===== src/rtl/sdram_burst_responder.sv =====
// sdram_burst_responder
//
// Turns a single burst read request into a stream of 16-bit word reads towards
// a memory controller. The returned words are delivered as 16-bit beats, or
// packed in pairs into 32-bit beats. The end of the burst is marked by a
// one-cycle done pulse.
//
// Ports
//   sdram_clk        clock, rising edge
//   nRESET           synchronous active-low reset
//   burst_rd         burst request strobe, only honoured while idle
//   burst_addr       byte start address (bit 0 ignored)
//   burst_len        burst length in 16-bit words (0 = immediate done)
//   burst_32bit      1: pack word pairs into 32-bit beats, 0: one word per beat
//   burst_data       returned beat, held between valids
//   burst_data_valid one cycle per beat
//   burst_data_done  one cycle end-of-burst pulse
//   busy             from the cycle after acceptance through the done cycle
//   mem_rd/mem_addr  word read request, held until mem_ready
//   mem_ready        request handshake
//   mem_rdata(_valid) returned words, in request order
module sdram_burst_responder #(
  parameter int unsigned MAX_OUTSTANDING = 4
) (
  input  logic        sdram_clk,
  input  logic        nRESET,
  input  logic        burst_rd,
  input  logic [25:0] burst_addr,
  input  logic [10:0] burst_len,
  input  logic        burst_32bit,
  output logic [31:0] burst_data,
  output logic        burst_data_valid,
  output logic        burst_data_done,
  output logic        busy,
  output logic        mem_rd,
  output logic [24:0] mem_addr,
  input  logic        mem_ready,
  input  logic [15:0] mem_rdata,
  input  logic        mem_rdata_valid
);

  typedef enum logic [1:0] {StIdle, StRun, StDone} state_e;

  state_e      state_q, state_d;
  logic [24:0] base_q, base_d;
  logic [10:0] len_q, len_d;
  logic        mode32_q, mode32_d;
  logic [10:0] issued_q, issued_d;
  logic [10:0] recv_q, recv_d;
  logic [3:0]  outst_q, outst_d;
  logic [15:0] hold_q, hold_d;
  logic        pend_q, pend_d;
  logic [31:0] data_q, data_d;
  logic        valid_q, valid_d;
  logic        done_q, done_d;
  logic        busy_q, busy_d;
  logic        rd_q, rd_d;
  logic [24:0] addr_q, addr_d;
  logic        accept;
  logic        take;
  logic        unused_addr0;

  assign unused_addr0 = burst_addr[0];

  // rd_q is only ever high in StRun, so no state qualifier is needed here.
  assign accept = rd_q & mem_ready;
  // Returns outside a burst, or beyond the requested length, are dropped.
  assign take   = (state_q == StRun) && mem_rdata_valid && (recv_q != len_q);

  always_comb begin
    state_d  = state_q;
    base_d   = base_q;
    len_d    = len_q;
    mode32_d = mode32_q;
    issued_d = issued_q;
    recv_d   = recv_q;
    outst_d  = outst_q;
    hold_d   = hold_q;
    pend_d   = pend_q;
    data_d   = data_q;
    valid_d  = 1'b0;

    unique case (state_q)
      StIdle: begin
        if (burst_rd) begin
          base_d   = burst_addr[25:1];
          len_d    = burst_len;
          mode32_d = burst_32bit;
          issued_d = '0;
          recv_d   = '0;
          outst_d  = '0;
          pend_d   = 1'b0;
          state_d  = (burst_len == 11'd0) ? StDone : StRun;
        end
      end
      StRun: begin
        if (accept) issued_d = issued_q + 11'd1;
        outst_d = outst_q + {3'b0, accept} - {3'b0, take};
        if (take) begin
          recv_d = recv_q + 11'd1;
          if (!mode32_q) begin
            data_d  = {16'h0000, mem_rdata};
            valid_d = 1'b1;
          end else if (pend_q) begin
            data_d  = {hold_q, mem_rdata};
            valid_d = 1'b1;
            pend_d  = 1'b0;
          end else if (recv_d == len_q) begin
            // Odd length: the last word forms a half-filled beat.
            data_d  = {mem_rdata, 16'h0000};
            valid_d = 1'b1;
          end else begin
            hold_d = mem_rdata;
            pend_d = 1'b1;
          end
        end
        // The final beat is the only one emitted once every word has arrived.
        if (valid_q && (recv_q == len_q)) state_d = StDone;
      end
      StDone: state_d = StIdle;
      default: state_d = StIdle;
    endcase

    done_d = (state_d == StDone);
    busy_d = (state_d != StIdle);
    rd_d   = (state_d == StRun) && (issued_d != len_d) &&
             (outst_d < 4'(MAX_OUTSTANDING));
    // Natural 25-bit overflow gives the required address wrap.
    addr_d = base_d + 25'(issued_d);
  end

  always_ff @(posedge sdram_clk) begin
    if (!nRESET) begin
      state_q  <= StIdle;
      base_q   <= '0;
      len_q    <= '0;
      mode32_q <= 1'b0;
      issued_q <= '0;
      recv_q   <= '0;
      outst_q  <= '0;
      hold_q   <= '0;
      pend_q   <= 1'b0;
      data_q   <= '0;
      valid_q  <= 1'b0;
      done_q   <= 1'b0;
      busy_q   <= 1'b0;
      rd_q     <= 1'b0;
      addr_q   <= '0;
    end else begin
      state_q  <= state_d;
      base_q   <= base_d;
      len_q    <= len_d;
      mode32_q <= mode32_d;
      issued_q <= issued_d;
      recv_q   <= recv_d;
      outst_q  <= outst_d;
      hold_q   <= hold_d;
      pend_q   <= pend_d;
      data_q   <= data_d;
      valid_q  <= valid_d;
      done_q   <= done_d;
      busy_q   <= busy_d;
      rd_q     <= rd_d;
      addr_q   <= addr_d;
    end
  end

  assign burst_data       = data_q;
  assign burst_data_valid = valid_q;
  assign burst_data_done  = done_q;
  assign busy             = busy_q;
  assign mem_rd           = rd_q;
  assign mem_addr         = addr_q;

endmodule


===== config.mk =====
export PLATFORM = sky130hd
export DESIGN_NAME = sdram_burst_responder
export DESIGN_NICKNAME = d
export VERILOG_FILES = /design/src/rtl/sdram_burst_responder.sv
export SDC_FILE = /design/constraint.sdc
export NUM_CORES = 1
export LEC_CHECK = 0
export BUFFER_PORTS_ARGS = -buffer_cell sky130_fd_sc_hd__buf_2
export CAP_MARGIN = 20
export CORE_MARGIN = 2
export CORE_UTILIZATION = 56
export DETAILED_ROUTE_END_ITERATION = 12
export GPL_TIMING_DRIVEN = 0
export PLACE_DENSITY = 0.87
export SLEW_MARGIN = 20
export SYNTH_ARGS = -nofsm -noshare
export SYNTH_HDL_FRONTEND = slang
export SYNTH_SLANG_ARGS = --single-unit
export TNS_END_PERCENT = 10

===== constraint.sdc =====
create_clock -name sdram_clk -period 4.7 [get_ports sdram_clk]
set_clock_uncertainty 0.15 [all_clocks]
set_input_delay 0.47 -clock sdram_clk [delete_from_list [all_inputs] [get_ports sdram_clk]]
set_output_delay 0.47 -clock sdram_clk [all_outputs]
set_load 0.01 [all_outputs]

### After elaboration in Yosys (flattened, before gate mapping)

Index checks and enable logic that the tools add are counted.
W data, S select, Z words.

* register bits: 143
* bits in latches: 0
* bits in writable memories: 0
* ROM bits: 0
* input bits: 59
* output and inout bits: 61
* logic and storage cells: 78
* memories kept: 0

* $add $sub $neg: 5
* multiply operators: 0
* divide/modulo/power cells: 0
* magnitude comparators: 1
* equal/unequal tests: 11
* shift-type cells: 0
* multiplexer cells: 28
* bitwise logic cells: 3
* reductions and logical operators: 15

Operators by type and width (count)
* $mux W32: 3
* $mux W11: 6
* $mux W25: 2
* $pmux W11 S2: 2
* $add A25 B11 Y25: 1
* $add A11 B1 Y11 const B: 2
* $eq A11 B11 Y1: 2
* $ne A11 B11 Y1: 2
* $logic_not A11 Y1: 1
* $reduce_and A3 Y1: 3
* $mux W1: 8
* $pmux W4 S2: 1
* $mux W2: 3
* $ne A2 B2 Y1 const B: 3
* $logic_and A1 B1 Y1: 5
* $reduce_and A5 Y1: 1
* $add A4 B1 Y4: 1
* $eq A2 B1 Y1 const B: 2
* $lt A4 B3 Y1 const B: 1
* $mux W4: 1
* $pmux W2 S2: 1
* $reduce_and A4 Y1: 1
* $reduce_bool A2 Y1: 2
* $sub A4 B1 Y4: 1
* other kinds (7): 8

### Longest topological paths before layout

Gate-level depths: netlist of the first run.

* depth in word-level cells: 7
* depth in mapped cells: 18
* mapped depth without buffers: 15

### Worst setup path before layout of the first run

Ideal clock, no wire load.

* kind: flip-flop to flip-flop
* start: register state_q[0]
* end: register addr_q[14] (netlist: mem_addr[14])
* library setup time: 0.121 ns
* arrival: 3.832 ns
* required time: 4.429 ns
* setup slack: 0.597 ns
* cell stages (with the launch flop): 18
* buffers on the path: 4
* clock period less this slack: 4.103 ns
* cells stage by stage: dfxtp_1 > buf_2 > nor3b_2 > buf_2 > clkbuf_1 > buf_1 > nand2_1 > nand2_1 > ha_1 > inv_1 > fa_1 > nor2b_1 > o21a_1 > o21ai_1 > a21oi_1 > o31ai_1 > a221oi_1 > mux2_2

* word-level cells in the longest chain between the ends: 3
* elaborated cells on any way between the ends: 5
* those cells by class: add/sub (1); eq/ne (1); mux (2); reduce/logical (1)

Ends and longest elaborated chain
* from (decl): RTL line 44 `state_e state_q, state_d;`
* from (signal assigned): RTL line 134 `state_q <= StIdle;`
* from (signal assigned): RTL line 150 `state_q <= state_d;`
* $logic_not A2 Y1: RTL line 83 `unique case (state_q)`
* $mux W25: RTL line 83
* via base_d[0]: RTL line 45 `logic [24:0] base_q, base_d;`
* $add A25 B11 Y25: RTL line 129 `addr_d = base_d + 25'(issued_d);`
* to (signal assigned): RTL line 164 `addr_q <= addr_d;`
* to (decl): RTL line 58 `logic [24:0] addr_q, addr_d;`

The timed path passes the listed nets, and every way through them passes these cells.
A chain may end at the register's enable or synchronous reset.

### Worst setup path after layout of the first run

* start: register state_q[1]
* end: register addr_q[14] (netlist: mem_addr[14])

The elaborated chain is that of the path after synthesis.

==> results of run 1 <==
==> layout make-up <==
cell class | count | area share, %
buffer | 45 | 2.83
multi-input combinational | 599 | 45.9
clock inverter | 13 | 2.10
sequential | 143 | 33.8
inverter | 15 | 0.666
clock buffer | 18 | 5.07
timing repair buffer | 120 | 7.16
tap | 168 | 2.48
==> kinds of logic (layout without fill, tap and decap cells) <==
logic type	count (synthesis)	in the layout	share of synthesized area, %
adders and majority gates	19	19	3.60
DFF	143	143	40.7
muxes	63	63	9.39
buffers and inverters	61	211	4.13
and+or+nand+nor	317	317	21.1
AOI/OAI and AO/OA	159	159	16.0
xor gates and xnor gates	41	41	5.11
==> path summary, 6_finish.rpt <==
check	endpoint	slack, ps	depth (start not counted)
worst max-delay path	mem_addr[14]	350	15
worst min-delay path	burst_data[5]	120	2
worst max register to register	mem_addr[14]	350	15
worst min register to register	burst_data[22]	310	2
==> flip-flops by register name, summed over array words and instances, names as in the netlist <==
name	cells
outst_q	4
issued_q	11
mode32_q	1
burst_data_valid	1
pend_q	1
state_q	2
len_q	11
hold_q	16
mem_rd	1
burst_data_done	1
burst_data	32
recv_q	11
busy	1
mem_addr	25
base_q	25
==> timing repair <==
action / CTS / global route
cloned: 0 / 0
setup endpoints to repair: 10 / 3
pin swaps: 0 / 1
resized for setup: 2 / 4
buffers inserted: 0 / 2
==> critical path, cell delays in order (launching register included) <==
cell and delay [ps]:
dfxtp_1 430, or3b_1 230, clkbuf_1 440, clkbuf_2 400, nand2_1 120, nand2_1 90
ha_1 180, inv_1 70, fa_1 370, nor2b_1 180, o21a_1 180, o21ai_1 140
a21oi_1 320, o31ai_1 200, a221oi_1 370, mux2_2 370
==> power breakdown <==
group,internal [µW],switching [µW]
Sequential,1260,25.8
Combinational,146,226
Clock,844,565
==> cell usage in the layout (no fill, tap or decap), types with 6 or more instances in the layout <==
| master | synthesis | layout |
|---|---|---|
| o21ai_0 | 20 | 20 |
| buf_6 | 6 | 7 |
| or3_1 | 7 | 7 |
| buf_2 | 7 | 125 |
| clkbuf_1 | 29 | 28 |
| nand3_1 | 18 | 18 |
| a21oi_1 | 47 | 47 |
| dfxtp_1 | 143 | 143 |
| mux2_2 | 23 | 23 |
| clkbuf_16 | 0 | 17 |
| a31o_2 | 17 | 17 |
| mux2i_1 | 40 | 40 |
| nor2_1 | 87 | 87 |
| ha_1 | 17 | 17 |
| nor2b_1 | 7 | 7 |
| nand4_1 | 12 | 12 |
| nor3_1 | 9 | 9 |
| nand2_1 | 116 | 116 |
| and3_1 | 6 | 6 |
| and2_1 | 17 | 17 |
| xnor2_1 | 20 | 20 |
| o21a_1 | 7 | 7 |
| nor4_1 | 7 | 7 |
| xor2_1 | 21 | 21 |
| a32o_1 | 16 | 16 |
| inv_1 | 13 | 13 |
| nand2b_1 | 9 | 9 |
==> stage by stage <==
step	hold WS, ps	util [%]	setup slack (ps)	setup TNS, ps
5_1_grt	128	69.8	31.8	0
3_5_place_dp	306	64.6	-677	-3500
2_1_floorplan	294	-	597	0
3_3_place_gp	293	64.6	-608	-2490
4_1_cts	119	69.6	93.1	0
6_report	123	69.8	349	0
==> per-layer routing <==
layer  track usage [%]  vias up  part of all wire, %
met4              11.6        0                  2.4
li1                  -     3116                    -
met1              39.5     3141                   42
met5                 0        -                    0
met3              7.58       50                  8.9
met2              47.5      337                   47
==> qor.csv, run 1 <==
metric,value,unit
status,"complete, no violations",
Reg area,0.00286,mm²
Total GRT Usage,30.0,%
syn_area_per_cell,8.75,µm²
Synth top cells by count,"dfxtp_1, nand2_1, nor2_1, a21oi_1, mux2i_1",
"area leader, netlist",dfxtp_1,
Sink Count,143,
Worst VDD drop,330,µV
ys flop type,dfxtp_1,
placed instance area,0.00783,mm²
"Clk Latency, worst-skew pair",440,ps
synthesized cell area,0.00703,mm²
hold_sp,mem_rdata[5],
aggregate global routing overflow,0,
Tightest Hold Check Type,in2reg,
Critical Path Fanout Max,10,
Routed WL,19.6,mm
root buf cell,clkbuf_16,
Final setup viols,0,
RSZ-0062 raised after global routing,false,
WP data arrival,4530,ps
final net count,1019,
vias in the first global route,6299,
synthesized instance count,803,
global-route wire length before repair,31.3,mm
Core Region,0.0121,mm²
Max Cap Viol,0,
Post-CTS Hold Buffers,0,
WP data required,4880,ps
total power,3070,µW
syn nets,881,
DP Wirelength,13.7,mm
Fmax,230,MHz
number of DRC markers in iteration 0,672,
first-pass iteration count of the detailed router,6,
fin area,0.00846,mm²
Placed Cells,1089,
I/O pin count,120,
"Slew Viols, Final",0,
# diodes,0,
die extent in y,116,µm
number of synthesized flops with an enable pin,0,
initial core utilization,58.0,%
Synth-to-Final Area Change,20.4,%
via count,6644,
Fillers,946,
clock-pin slew on the worst setup and hold paths,60,ps
number of synthesized register bits,143,
Routed WL per cell,17.5,µm
Tmin final,4350,ps
Final Non-Filler Cells,1121,
register area share after synthesis,40.7,%
crit end category,flop,
synth unique cells,68,
layout cells sized above 1,22.8,%
crit path launch,state_q[1],
# DRC,0,
gp weighted congestion,0.982,
Final Cycle Share,92.6,%
Site Rows,40,
ANT nets after route,0,
Die X,116,µm
share of flip-flops with an asynchronous set or reset,0,%
most frequent cell after synthesis,dfxtp_1,
crit path kind,reg2reg,
post-synth top area share,40.7,%
Final Hold Viols,0,
CTS H-tree lvls,4,
Slew HR,44.2,%
Leak,0.00372,µW
PortBufs,118,
initial antenna violation count,0,
die area,0.0135,mm²
Yosys warnings,0,
largest net degree at the start of global routing,20,
RR Startpoint,state_q[1],
vias per cell,5.93,
number of CTS-inserted buffers,17,
CTS tree,done,
Max clock buf depth,2,
Worst-Margin Slew,835,ps
synth top area cells,"dfxtp_1, nand2_1, mux2i_1",
P per Cell Area,363,mW/mm²
CP Launch Type,flop,
Multi-input gate area,0.00388,mm²
Note: power is estimated with default switching activity, not from simulation.
==> inputs of run 2 (changes only) <==
--- a/config.mk
+++ b/config.mk
@@ -10,8 +10,8 @@
 export CORE_MARGIN = 2
 export CORE_UTILIZATION = 56
 export DETAILED_ROUTE_END_ITERATION = 12
-export GPL_TIMING_DRIVEN = 0
-export PLACE_DENSITY = 0.87
+export PLACE_DENSITY = 0.8
+export SKIP_CTS_REPAIR_TIMING = 1
 export SLEW_MARGIN = 20
 export SYNTH_ARGS = -nofsm -noshare
 export SYNTH_HDL_FRONTEND = slang
==> run 2 against run 1 <==
Effect of this change: non-clock buffer count is 40 lower; maximum frequency is 6.8% higher; design area is 2.4% lower; count of clock-buffer cells in the layout is 1 lower; via count is 8.5% lower; cell count is 3.5% lower; combinational power is 11% lower; routed wire length is 16% lower; critical path type unchanged; critical endpoint is now mem_addr[18]; largest cell class unchanged.
==> qor.csv, run 2 (synthesis results as in run 1) <==
metric,value,unit
total power,2990,µW
Slew HR,39.4,%
Reg2Reg Depth,12,
Net Sw Frac,26.7,%
aggregate global routing overflow,0,
Fmax,246,MHz
Reg area,0.00286,mm²
# diodes,0,
initial antenna violation count,0,
"commonest non-fill, non-tap cell in the layout",dfxtp_1,
fin area,0.00826,mm²
Tightest Hold Check Type,in2reg,
WP data required,4840,ps
r2r setup slk,630,ps
crit-path cells,nor2b_1 > nand2_1 > nand3_1 > o21ai_0 > ha_1 > nor2b_1 > o21a_1 > o21ai_1 > a21oi_1 > o41ai_2 > xnor2_1 > nor2_1,
initial core utilization,58.0,%
hold_sp,mem_rdata[10],
placed instance area,0.00765,mm²
gp weighted congestion,0.915,
Worst VDD drop,276,µV
layout cells sized above 1,22.8,%
Site Rows,40,
Sequential Power Share,43.1,%
Worst-Margin Slew,909,ps
CTS H-tree lvls,4,
root buf cell,clkbuf_16,
Slowest cell on crit path,o41ai_2,
largest net degree at the start of global routing,84,
Final Cycle Share,86.6,%
RR Startpoint,state_q[0],
Max clock buf depth,2,
number of DRC markers in iteration 0,441,
setup_tns,0,ps
via count,6076,
Sink Count,143,
vias in the first global route,5410,
Critical Path Fanout Max,13,
die extent in y,116,µm
Multi-input gate area,0.00388,mm²
CTS tree,done,
CP Launch Type,flop,
I/O pin count,120,
Power Internal,2190,µW
CP most frequent cell,nor2b_1,
Synth-to-Final Area Change,17.5,%
Routed WL,16.5,mm
Hold Path End,burst_data[10],
PortBufs,118,
clock-pin slew on the worst setup and hold paths,60,ps
die area,0.0135,mm²
"Clk Latency, worst-skew pair",430,ps
Clock power frac,45.8,%
crit path kind,reg2reg,
"Slew Viols, Final",0,
Worst path max stage delay,750,ps
Die X,116,µm
Final setup viols,0,
Final Non-Filler Cells,1082,
Final Hold Viols,0,
Comb pwr share,11.1,%
Tmin final,4070,ps
most frequent cells in the layout,"dfxtp_1, buf_2, nand2_1, nor2_1, a21oi_1",
DP Wirelength,11.2,mm
final net count,979,
RSZ-0062 raised after global routing,false,
Total GRT Usage,24.8,%
first-pass iteration count of the detailed router,5,
Routed WL per cell,15.2,µm
Leak,0.00362,µW
global-route wire length before repair,26.2,mm
WHS Path Cells,2,
crit end category,flop,
Core Region,0.0121,mm²
Max Cap Viol,0,
number of flip-flops in the largest register,32,
ANT nets after route,0,
WP data arrival,4210,ps
R2R Path End,mem_addr[18],
Fillers,1047,
status,"complete, no violations",
vias per cell,5.62,
# DRC,0,
Sw Pwr,798,µW
number of CTS-inserted buffers,17,
P per Cell Area,362,mW/mm²
Placed Cells,1050,
[run 2: changes by cell type in the layout (fill, tap and decap cells not counted), sizes merged]
cell	delta
clkbuf	-29
buf	-12
inv	+2
bufinv	-1
clkinv	+1
[run 2: power groups by stage]
stage               registers (µW)  logic, µW  clock network, µW
floorplan                     1320        221                  0
global placement              1320        324                  0
detailed placement            1320        328                  0
CTS                           1290        331               1390
global route                  1290        368               1450
finish                        1290        332               1370
[run 2: worst max-delay path by stage]
stage	depth (start not counted)	start	endpoint	slack, ps
final	12	state_q[0]	mem_addr[18]	630
after global routing	11	state_q[0]	mem_addr[18]	290
after detailed placement	12	state_q[0]	mem_addr[24]	700
after floorplan	17	state_q[0]	mem_addr[14]	600
after global placement	12	state_q[0]	mem_addr[18]	760
after CTS	12	state_q[0]	mem_addr[20]	670
[run 2: stage by stage]
step / worst slack [ps] / hold WS, ps / util, %
3_3_place_gp: 756 / 293 / 63.2
6_report: 627 / 135 / 68.2
3_5_place_dp: 702 / 299 / 63.2
2_1_floorplan: 597 / 294 / -
5_1_grt: 288 / 129 / 68.2
4_1_cts: 669 / 120 / 68.1
[run 2: critical path: cells and delay by family, from the launching register on]
kind	cells	cell delay, ps
xor+xnor	1	190
simple gates	5	1100
flops	1	650
compound gates	5	1500
fa+ha+maj	1	330
[run 2: area by class of cell]
type                       instances  area share, %
multi-input combinational        599           47.0
sequential                       143           34.7
timing repair buffer             125           7.79
clock buffer                      17           5.15
tap                              168           2.55
clock inverter                    15           2.12
inverter                          15          0.682
[run 2: routing by layer]
| metal | GRT usage [%] | wire length (µm) | up-vias |
|---|---|---|---|
| li1 | - | - | 3037 |
| met4 | 6.83 | 147 | 0 |
| met2 | 39.1 | 7550 | 205 |
| met3 | 5.96 | 1040 | 13 |
| met5 | 0 | 0 | - |
| met1 | 34.1 | 7740 | 2821 |
